<file path="src/rtl/subterranean_pkg.sv">
// subterranean_pkg: shared constants, FSM state type and sizing helpers for the Subterranean blocks.
package subterranean_pkg;
    localparam int STATE_W = 257;
    localparam int INJ_W   = 33;

    typedef enum logic [1:0] {IDLE, RUN, UNLOAD} state_t;

    function automatic int beats_for(input int w);
        return (STATE_W + w - 1) / w;
    endfunction

    // Injection word bit j lands on state position 176^j mod 257 (176 = 12^4 mod 257); -1 if none.
    function automatic int inj_slot(input int pos);
        int p;
        p = 1;
        for (int j = 0; j < INJ_W; j++) begin
            if (p == pos) return j;
            p = (p * 176) % STATE_W;
        end
        return -1;
    endfunction
endpackage

</file>
<file path="src/rtl/subterranean_rounds_serial_if.sv">
// subterranean_rounds_serial_if: control, serial load and serial unload signals of the rounds engine.
interface subterranean_rounds_serial_if
    import subterranean_pkg::*;
#(
    parameter int DATA_WIDTH  = 8,
    parameter int ROUND_CNT_W = 4
);
    logic                   start;
    logic [ROUND_CNT_W-1:0] rounds;
    logic [INJ_W-1:0]       inject;
    logic [DATA_WIDTH-1:0]  data_in;
    logic                   data_in_valid;
    logic                   data_in_ready;
    logic [DATA_WIDTH-1:0]  data_out;
    logic                   data_out_valid;
    logic                   data_out_ready;
    logic                   busy;
    logic                   finish;

    modport master (
        output start, rounds, inject, data_in, data_in_valid, data_out_ready,
        input  data_in_ready, data_out, data_out_valid, busy, finish
    );
    modport slave (
        input  start, rounds, inject, data_in, data_in_valid, data_out_ready,
        output data_in_ready, data_out, data_out_valid, busy, finish
    );
endinterface

</file>
<file path="src/rtl/subterranean_round.sv">
// subterranean_round: one combinational Subterranean round (chi, iota, theta, pi) followed by injection.
module subterranean_round
    import subterranean_pkg::*;
(
    input  logic [STATE_W-1:0] state_in,
    input  logic [INJ_W-1:0]   inject,
    output logic [STATE_W-1:0] state_out
);
    logic [STATE_W-1:0] chi, th, pi_s;

    for (genvar i = 0; i < STATE_W; i++) begin : g_bit
        localparam int J = inj_slot(i);
        // chi with iota folded into bit 0
        assign chi[i]  = state_in[i] ^ (~state_in[(i + 1) % STATE_W] & state_in[(i + 2) % STATE_W]) ^ (i == 0);
        assign th[i]   = chi[i] ^ chi[(i + 3) % STATE_W] ^ chi[(i + 8) % STATE_W];
        assign pi_s[i] = th[(12 * i) % STATE_W];
        if (J >= 0) begin : g_inj
            assign state_out[i] = pi_s[i] ^ inject[J];
        end else begin : g_pass
            assign state_out[i] = pi_s[i];
        end
    end
endmodule

</file>
<file path="src/rtl/subterranean_rounds_serial.sv">
// subterranean_rounds_serial: serially loads a 257-bit state, runs R Subterranean rounds, unloads it serially.
module subterranean_rounds_serial
    import subterranean_pkg::*;
#(
    parameter int DATA_WIDTH  = 8,
    parameter int ROUND_CNT_W = 4
) (
    input logic                          clk,
    input logic                          arstn,
    subterranean_rounds_serial_if.slave  bus
);
    localparam int BEATS  = beats_for(DATA_WIDTH);
    localparam int BUF_W  = BEATS * DATA_WIDTH;
    localparam int BCNT_W = $clog2(BEATS + 1);
    localparam logic [BUF_W-1:0] STATE_MASK = BUF_W'({STATE_W{1'b1}});

    state_t                 state, state_nxt;
    logic [BUF_W-1:0]       buf_q, buf_ld;
    logic [ROUND_CNT_W-1:0] rnd_cnt;
    logic [BCNT_W-1:0]      beat_cnt;
    logic [INJ_W-1:0]       inj_q;
    logic [STATE_W-1:0]     rnd_out;
    logic                   fin_q, last_beat;

    subterranean_round u_round (
        .state_in  (buf_q[STATE_W-1:0]),
        .inject    (inj_q),
        .state_out (rnd_out)
    );

    assign buf_ld    = bus.data_in_valid ? {bus.data_in, buf_q[BUF_W-1:DATA_WIDTH]} : buf_q;
    assign last_beat = bus.data_out_ready && beat_cnt == BCNT_W'(BEATS - 1);

    always_ff @(posedge clk or negedge arstn) begin
        if (!arstn) state <= IDLE;
        else        state <= state_nxt;
    end

    always_comb begin
        state_nxt = state;
        case (state)
            IDLE:    if (bus.start) state_nxt = (bus.rounds == '0) ? UNLOAD : RUN;
            RUN:     if (rnd_cnt == ROUND_CNT_W'(1)) state_nxt = UNLOAD;
            UNLOAD:  if (last_beat) state_nxt = IDLE;
            default: state_nxt = IDLE;
        endcase
    end

    // Pad bits are cleared on start so that a zero-round pass still unloads a clean final beat.
    always_ff @(posedge clk or negedge arstn) begin
        if (!arstn) begin
            buf_q    <= '0;
            rnd_cnt  <= '0;
            beat_cnt <= '0;
            inj_q    <= '0;
            fin_q    <= 1'b0;
        end else begin
            fin_q <= state != UNLOAD && state_nxt == UNLOAD;
            case (state)
                IDLE: begin
                    buf_q <= bus.start ? (buf_ld & STATE_MASK) : buf_ld;
                    if (bus.start) begin
                        rnd_cnt <= bus.rounds;
                        inj_q   <= bus.inject;
                    end
                end
                RUN: begin
                    buf_q   <= BUF_W'(rnd_out);
                    rnd_cnt <= rnd_cnt - 1'b1;
                    inj_q   <= '0;
                end
                UNLOAD: begin
                    if (bus.data_out_ready) begin
                        buf_q    <= buf_q >> DATA_WIDTH;
                        beat_cnt <= last_beat ? '0 : beat_cnt + 1'b1;
                    end
                end
                default: ;
            endcase
        end
    end

    always_comb begin
        bus.data_in_ready  = state == IDLE;
        bus.data_out_valid = state == UNLOAD;
        bus.busy           = state == RUN;
        bus.finish         = fin_q;
        bus.data_out       = buf_q[DATA_WIDTH-1:0];
    end
endmodule
</file>
<file path="src/flat_wrapper.sv">
// flat-port wrapper written by rule: the top's interface ports become plain ports
module subterranean_rounds_serial_flat import subterranean_pkg::*;
#(
    parameter int DATA_WIDTH  = 8,
    parameter int ROUND_CNT_W = 4
)
  (clk, arstn, bus_start, bus_rounds, bus_inject, bus_data_in, bus_data_in_valid, bus_data_out_ready, bus_data_in_ready, bus_data_out, bus_data_out_valid, bus_busy, bus_finish);
  subterranean_rounds_serial_if #(.DATA_WIDTH(DATA_WIDTH), .ROUND_CNT_W(ROUND_CNT_W)) bus_i ();
  input logic clk;
  input logic arstn;
  input wire logic [$bits(bus_i.start)-1:0] bus_start;
  input wire logic [$bits(bus_i.rounds)-1:0] bus_rounds;
  input wire logic [$bits(bus_i.inject)-1:0] bus_inject;
  input wire logic [$bits(bus_i.data_in)-1:0] bus_data_in;
  input wire logic [$bits(bus_i.data_in_valid)-1:0] bus_data_in_valid;
  input wire logic [$bits(bus_i.data_out_ready)-1:0] bus_data_out_ready;
  output wire logic [$bits(bus_i.data_in_ready)-1:0] bus_data_in_ready;
  output wire logic [$bits(bus_i.data_out)-1:0] bus_data_out;
  output wire logic [$bits(bus_i.data_out_valid)-1:0] bus_data_out_valid;
  output wire logic [$bits(bus_i.busy)-1:0] bus_busy;
  output wire logic [$bits(bus_i.finish)-1:0] bus_finish;
  assign bus_i.start = bus_start;
  assign bus_i.rounds = bus_rounds;
  assign bus_i.inject = bus_inject;
  assign bus_i.data_in = bus_data_in;
  assign bus_i.data_in_valid = bus_data_in_valid;
  assign bus_i.data_out_ready = bus_data_out_ready;
  assign bus_data_in_ready = bus_i.data_in_ready;
  assign bus_data_out = bus_i.data_out;
  assign bus_data_out_valid = bus_i.data_out_valid;
  assign bus_busy = bus_i.busy;
  assign bus_finish = bus_i.finish;
  subterranean_rounds_serial #(.DATA_WIDTH(DATA_WIDTH), .ROUND_CNT_W(ROUND_CNT_W)) u_core (.clk(clk), .arstn(arstn), .bus(bus_i));
endmodule
</file>
<file path="config.mk">
export PLATFORM = sky130hd
export DESIGN_NAME = subterranean_rounds_serial_flat
export DESIGN_NICKNAME = d
export VERILOG_FILES = /design/src/rtl/subterranean_pkg.sv /design/src/rtl/subterranean_rounds_serial_if.sv /design/src/rtl/subterranean_round.sv /design/src/rtl/subterranean_rounds_serial.sv /design/src/flat_wrapper.sv
export SDC_FILE = /design/constraint.sdc
export NUM_CORES = 1
export LEC_CHECK = 0
export CAP_MARGIN = 15
export CORE_ASPECT_RATIO = 1.4
export CORE_MARGIN = 1
export CORE_UTILIZATION = 45
export DETAILED_ROUTE_END_ITERATION = 12
export PLACE_DENSITY = 0.61
export SYNTH_ARGS = -nofsm -noshare
export SYNTH_HDL_FRONTEND = slang
export SYNTH_SLANG_ARGS = --single-unit
</file>
<file path="constraint.sdc">
create_clock -name clk -period 2.59 [get_ports clk]
set_clock_uncertainty 0.15 [all_clocks]
set_input_delay 0.3885 -clock clk [delete_from_list [all_inputs] [get_ports clk]]
set_output_delay 0.3885 -clock clk [all_outputs]
set_load 0.02 [all_outputs]
</file>
==> results of run 1 <==
==> sequential cells by signal, indices dropped and copies added, names as in the netlist <==
register	cells
u_core.buf_q	264
u_core.beat_cnt	6
u_core.inj_q	33
u_core.rnd_cnt	4
u_core.bus.finish	1
u_core.state	2
==> layer usage <==
metal | vias to the layer above | track usage | routed length, µm
li1 | 8309 | - | -
met2 | 702 | 0.5474 | 38500
met4 | 4 | 0.2523 | 7118
met5 | - | 0 | 29
met1 | 9030 | 0.3929 | 31170
met3 | 212 | 0.05182 | 4809
==> final cells by class <==
| type | count | area (µm²) | area share |
|---|---|---|---|
| multi-input cells | 1951 | 13420 | 0.5301 |
| flip-flops and latches | 310 | 7757 | 0.3064 |
| repair buffers | 200 | 2049 | 0.08095 |
| clock buffers | 50 | 1045 | 0.04127 |
| well taps | 624 | 780.7 | 0.03084 |
| clock inverters | 12 | 188.9 | 0.007462 |
| inverters | 20 | 75.07 | 0.002965 |
==> what timing repair did <==
action / 4_1_cts / 5_1_grt
gates cloned: 0 / 0
buffers inserted: 0 / 0
endpoints found under the setup margin: 3 / 1
hold buffers: 1 / 0
pin swaps: 0 / 0
resized for setup: 4 / 1
endpoints found under the hold margin: 48 / 0
==> stage by stage <==
stage          worst slack (ns)  hold slack (ns)  instances
6_report                 0.2657           0.2423       3167
4_1_cts                0.007244           0.2464       3167
5_1_grt                  0.2114           0.2600       3167
3_3_place_gp             0.2881           0.2247       3104
2_1_floorplan            0.4645         -0.05709       2404
3_5_place_dp             0.2430           0.2201       3104
==> cells by family after synthesis <==
group,Yosys count,share of synthesized area
XOR/XNOR,807,0.3258
flip-flops,310,0.3576
adder cells (fa/ha/maj),8,0.004614
AND/OR/NAND/NOR,556,0.1290
multiplexers,2,0.0009805
buffers and inverters,143,0.02659
AO/OA/AOI/OAI,578,0.1554
==> synth_stat cells (3+ instances only) <==
cell type                  count
sky130_fd_sc_hd__o21ai_0      15
sky130_fd_sc_hd__ha_1          8
sky130_fd_sc_hd__dfrtp_1     310
sky130_fd_sc_hd__a22o_1       33
sky130_fd_sc_hd__xnor2_1     771
sky130_fd_sc_hd__and3_1        3
sky130_fd_sc_hd__a21oi_1     262
sky130_fd_sc_hd__inv_1        20
sky130_fd_sc_hd__nor2b_1     259
sky130_fd_sc_hd__nand2_1       9
sky130_fd_sc_hd__clkbuf_1     70
sky130_fd_sc_hd__xor2_1       36
sky130_fd_sc_hd__buf_1        23
sky130_fd_sc_hd__buf_2        29
sky130_fd_sc_hd__o22ai_1     257
sky130_fd_sc_hd__nand3_1      12
sky130_fd_sc_hd__nor2_1      262
==> worst max path at each step <==
stage	slack, ns	endpoint	startpoint
3_5_place_dp	0.24	u_core.buf_q[96]	bus_data_out_ready
4_1_cts	0.007	bus_data_in_ready	u_core.state[1]
5_1_grt	0.21	u_core.buf_q[125]	u_core.state[0]
2_1_floorplan	0.46	u_core.buf_q[160]	u_core.state[0]
3_3_place_gp	0.29	u_core.bus.finish	bus_rounds[2]
6_report	0.27	bus_data_out_valid	u_core.state[0]
==> Flow_metrics.wiki, run 1 <==
{| class="wikitable"
! Metric !! Value
|-
| Startpoint of the worst register-to-register path || u_core.state[0]
|-
| Post-layout minimum cycle time || 2.324 ns
|-
| Synth Area per Inst || 9.024 µm²
|-
| GRT Overall Usage || 0.3324
|-
| Filler instances || 4,324
|-
| Highest achievable clock rate || 430.2 MHz
|-
| Die Height || 261.8 µm
|-
| Register area share after synthesis || 0.3576
|-
| Critical setup path kind || reg2out
|-
| TritonCTS clock tree || yes
|-
| Relative slew slack || 0.4508
|-
| IO Count || 62
|-
| Clock sink count || 310
|-
| Worst-path maximum fanout || 7
|-
| Status || complete, no violations
|-
| Total placed instance area || 24,070 µm²
|-
| Total of flip-flops plus latches after synthesis || 310
|-
| Gp weighted congestion || 0.9998
|-
| Synth-to-Final Area Change || 16.71%
|-
| Count of nets after finishing || 2,576
|-
| Setup TNS || 0 ns
|-
| Async SR Flop Fraction || 1.000
|-
| Antenna violations before repair || 2
|-
| Core Box Area || 47,280 µm²
|-
| Hold Violations, Final || 0
|-
| Initial standard-cell utilization of the core || 0.4588
|-
| Final slew viol count || 0
|-
| Final cell area excluding filler cells || 25,320 µm²
|-
| First-pass GRT wire length || 120,700 µm
|-
| Critical Path Sink Type || output port
|-
| RSZ-0062 raised after global routing || no
|-
| Distinct cell type count after synthesis || 35
|-
| Transition time at the pin with the least slew margin || 0.8179 ns
|-
| Maximum capacitance violations || 0
|-
| Primary FF master, synth || sky130_fd_sc_hd__dfrtp_1
|-
| CP Depth || 3
|-
| Placement Rows || 94
|-
| Largest stage delay, worst path || 0.43 ns
|-
| Top post-synthesis cells by area || sky130_fd_sc_hd__dfrtp_1 (36%), sky130_fd_sc_hd__xnor2_1 (31%), sky130_fd_sc_hd__nor2b_1 (7.5%)
|-
| Number of vias in the routed layout || 18,260
|-
| Standard cell with the maximum stage delay on the critical path || sky130_fd_sc_hd__dfrtp_1
|-
| Worst min-delay path category || in2async
|-
| Top-area cell type share of the netlist area || 0.3576
|-
| GRT Residual Overflow || 0
|-
| Instance count of the mapped netlist || 2,404
|-
| Reg2Reg Setup Slack || 0.29 ns
|-
| Via count of the first global-routing pass || 18,090
|-
| CP arrival || 1.79 ns
|-
| Top library cells by usage in the layout, fill and taps aside || sky130_fd_sc_hd__xnor2_1 (771), sky130_fd_sc_hd__dfrtp_1 (310), sky130_fd_sc_hd__a21oi_1 (262), sky130_fd_sc_hd__nor2_1 (261), sky130_fd_sc_hd__nor2b_1 (259)
|-
| Number of routed nets with antenna violations || 0
|-
| Most common library cell in the layout ignoring fill and taps || sky130_fd_sc_hd__xnor2_1
|-
| Mean number of vias per cell || 5.765
|-
| Antenna Cells || 0
|-
| Required time worst endpoint || 2.05 ns
|-
| Number of buffer and inverter instances along the worst setup path || 2
|-
| Clk root buf || sky130_fd_sc_hd__clkbuf_16
|-
| Area of the die || 49,100 µm²
|-
| Critical Path Start Type || flop
|-
| Yosys top cell by area || sky130_fd_sc_hd__dfrtp_1
|-
| Input/output buffers || 61
|-
| Clock buffers created by TritonCTS || 35
|-
| Clock Path Buffers || 3
|-
| Number of optimization iterations in the first detailed-route pass || 5
|-
| Number of enable flip-flop cells after synthesis || 0
|-
| Largest net degree at the start of global routing || 91
|-
| CP Cell Sequence || inv_1 -> ha_1 -> dlygate4sd2_1
|-
| Clock input transition at the sequential cells of the worst setup and hold paths || 0.06 ns
|-
| Reg2reg path depth || 9
|-
| DRC violation count after routing || 0
|-
| Clk_lat worst skew || 0.54 ns
|-
| H-tree depth reported by CTS || 2
|-
| Horizontal die dimension || 187.6 µm
|-
| Finish-stage setup viols || 0
|-
| Endpoint of the worst register-to-register path || u_core.buf_q[54]
|-
| Fin crit share || 0.8974
|-
| Share of cells above drive strength 1 || 0.08101
|-
| Iter 0 DRT Violations || 1,635
|-
| Total Routed Length || 81,620 µm
|-
| Syn_nets || 2,462
|-
| YS warnings || 0
|-
| Final core occ || 0.5355
|-
| HPWL reported at the end of detailed placement || 62,710 µm
|-
| Cell area after synthesis || 21,690 µm²
|-
| Average routed wire per standard cell || 25.77 µm
|-
| Top delay family on crit path || buffers and inverters
|}
Power of run 1 is not shown: default switching activity piles up to over one toggle a cycle in this logic, so the estimate is an artifact.
==> inputs of run 2 (changes only) <==
CORE_UTILIZATION = 35   (was 45)
PLACE_DENSITY = 0.5   (was 0.61)
==> Flow_metrics.wiki, run 2 (synthesized netlist as in run 1, its figures left out) <==
{| class="wikitable"
! Metric !! Value
|-
| Placement Rows || 107 (was 94)
|-
| Critical Path Start Type || flop (unchanged)
|-
| Clock sink count || 310 (unchanged)
|-
| CP Launch Point || u_core.state[0] (unchanged)
|-
| Synth-to-Final Area Change || 18.64% (was 16.71%)
|-
| HPWL reported at the end of detailed placement || 68,490 µm (was 62,710 µm)
|-
| Clock Path Buffers || 3 (unchanged)
|-
| Die Height || 296.6 µm (was 261.8 µm)
|-
| Largest stage delay, worst path || 0.44 ns (was 0.43 ns)
|-
| Register containing the most flip-flops in the final layout || u_core.buf_q (unchanged)
|-
| Share of cells above drive strength 1 || 0.09169 (was 0.08101)
|-
| Clk_lat worst skew || 0.57 ns (was 0.54 ns)
|-
| Number of optimization iterations in the first detailed-route pass || 7 (was 5)
|-
| Average routed wire per standard cell || 26.36 µm (was 25.77 µm)
|-
| RSZ-0062 raised after global routing || no (unchanged)
|-
| Status || complete, no violations (unchanged)
|-
| Top delay family on crit path || buffers and inverters (unchanged)
|-
| Initial standard-cell utilization of the core || 0.3553 (was 0.4588)
|-
| Final slew viol count || 0 (unchanged)
|-
| Most prevalent standard cell on the critical path || sky130_fd_sc_hd__inv_1
|-
| Post-placement setup slack || 0.1251 ns (was 0.2430 ns)
|-
| Core Box Area || 61,050 µm² (was 47,280 µm²)
|-
| TritonCTS clock tree || yes (unchanged)
|-
| Clk root buf || sky130_fd_sc_hd__clkbuf_16 (unchanged)
|-
| Hold Violations, Final || 0 (unchanged)
|-
| Finish-stage setup viols || 0 (unchanged)
|-
| Iter 0 DRT Violations || 1,349 (was 1,635)
|-
| Input/output buffers || 61 (unchanged)
|-
| Largest net degree at the start of global routing || 140 (was 91)
|-
| CP Depth || 8 (was 3)
|-
| First-pass GRT wire length || 129,700 µm (was 120,700 µm)
|-
| Top flop regs || u_core.buf_q (264), u_core.inj_q (33), u_core.beat_cnt (6) (unchanged)
|-
| Fraction of met2 tracks used by global routing || 0.4827 (was 0.5474)
|-
| DRC violation count after routing || 0 (unchanged)
|-
| Number of buffer and inverter instances along the worst setup path || 4 (was 2)
|-
| Number of routed nets with antenna violations || 0 (unchanged)
|-
| Setup TNS || 0 ns (unchanged)
|-
| IO Count || 62 (unchanged)
|-
| Required time worst endpoint || 2.92 ns (was 2.05 ns)
|-
| Antenna violations before repair || 3 (was 2)
|-
| Count of nets after finishing || 2,604 (was 2,576)
|-
| Horizontal die dimension || 212.4 µm (was 187.6 µm)
|-
| Transition time at the pin with the least slew margin || 1.125 ns (was 0.8179 ns)
|-
| Peak-usage layer in the global routing report || met2 (unchanged)
|-
| M3 GR Usage || 0.03473 (was 0.05182)
|-
| Worst min-delay path category || in2async (unchanged)
|-
| CP Cell Sequence || inv_1 -> ha_1 -> inv_1 -> nand2_4 -> buf_16 -> a21oi_1 -> buf_4 -> o22ai_1 (was inv_1 -> ha_1 -> dlygate4sd2_1)
|-
| Area of the die || 63,000 µm² (was 49,100 µm²)
|-
| Number of vias in the routed layout || 18,250 (was 18,260)
|-
| Critical setup path kind || reg2reg (was reg2out)
|-
| Global Route met1 Usage || 0.3389 (was 0.3929)
|-
| Maximum capacitance violations || 0 (unchanged)
|-
| CP arrival || 2.80 ns (was 1.79 ns)
|-
| Critical Path Sink Type || flop (was output port)
|-
| H-tree depth reported by CTS || 2 (unchanged)
|-
| Total Routed Length || 89,480 µm (was 81,620 µm)
|-
| Gp weighted congestion || 0.9769 (was 0.9998)
|-
| Most common library cell in the layout ignoring fill and taps || sky130_fd_sc_hd__xnor2_1 (unchanged)
|-
| Fin crit share || 0.9512 (was 0.8974)
|-
| Post-layout minimum cycle time || 2.464 ns (was 2.324 ns)
|-
| Max FFs per register || 264 (unchanged)
|-
| Highest achievable clock rate || 405.9 MHz (was 430.2 MHz)
|-
| Mean number of vias per cell || 5.376 (was 5.765)
|-
| Top library cells by usage in the layout, fill and taps aside || sky130_fd_sc_hd__xnor2_1 (771), sky130_fd_sc_hd__dfrtp_1 (310), sky130_fd_sc_hd__a21oi_1 (262), sky130_fd_sc_hd__nor2_1 (261), sky130_fd_sc_hd__nor2b_1 (259) (unchanged)
|-
| Startpoint of the worst register-to-register path || u_core.state[0] (unchanged)
|-
| Reg2reg path depth || 8 (was 9)
|-
| Clock buffers created by TritonCTS || 37 (was 35)
|-
| Worst-path maximum fanout || 139 (was 7)
|-
| GRT Residual Overflow || 0 (unchanged)
|-
| Via count of the first global-routing pass || 18,370 (was 18,090)
|-
| Clock input transition at the sequential cells of the worst setup and hold paths || 0.06 ns (about the same)
|-
| Relative slew slack || 0.2472 (was 0.4508)
|-
| Hold_ws || 0.2057 ns (was 0.2423 ns)
|-
| GRT Overall Usage || 0.2860 (was 0.3324)
|-
| Final setup margin || 0.1263 ns (was 0.2657 ns)
|-
| Count of buffers added by post-CTS timing repair for setup || 0 (unchanged)
|-
| Standard cell with the maximum stage delay on the critical path || sky130_fd_sc_hd__dfrtp_1 (unchanged)
|}
[run 2: worst paths after layout]
| path | end | slack, ns |
|---|---|---|
| setup / recovery | u_core.buf_q[42] | 0.13 |
| hold / removal | u_core.buf_q[6] | 0.21 |
| setup reg to reg | u_core.buf_q[42] | 0.13 |
| hold reg to reg | u_core.beat_cnt[4] | 0.36 |
| max in group asynchronous | u_core.buf_q[166] | 1.31 |
| min in group clk | u_core.buf_q[261] | 0.26 |
[run 2: layout make-up]
class	instances	area, µm²
Timing Repair Buffer	226	2186
Multi-Input combinational cell	1951	13420
Sequential cell	310	7757
Tap cell	817	1022
Antenna cell	3	7.507
Inverter	20	75.07
Clock inverter	15	192.7
Clock buffer	52	1074
Fill cell	6140	35310
[run 2: metal layers]
| layer | vias to the layer above | wire length, µm |
|---|---|---|
| met4 | 0 | 6693 |
| met1 | 9184 | 34640 |
| li1 | 8365 | - |
| met5 | - | 0 |
| met2 | 541 | 43900 |
| met3 | 155 | 4247 |
[run 2: what timing repair did]
item | in CTS | in global routing
setup endpoints to repair | 3 | 1
gates resized for setup | 5 | 1
hold buffers | 1 | 0
hold endpoints to repair | 46 | 0
[run 2: stage by stage]
stage	instances	util	instance area [µm²]
floorplan	2404	-	21690
global placement	3323	0.4004	24440
detailed placement	3323	0.4004	24440
CTS	3391	0.4213	25720
global route	3391	0.4214	25730
finish	3394	0.4216	25740
Power of run 2 is left out for the same reason.
==> inputs of run 3 (changes only) <==
CAP_MARGIN = unset   (was 15)
==> results of run 3 <==
Final layout, timing and power as in run 2 (identical DEF).
Power of run 3 is left out for the same reason.
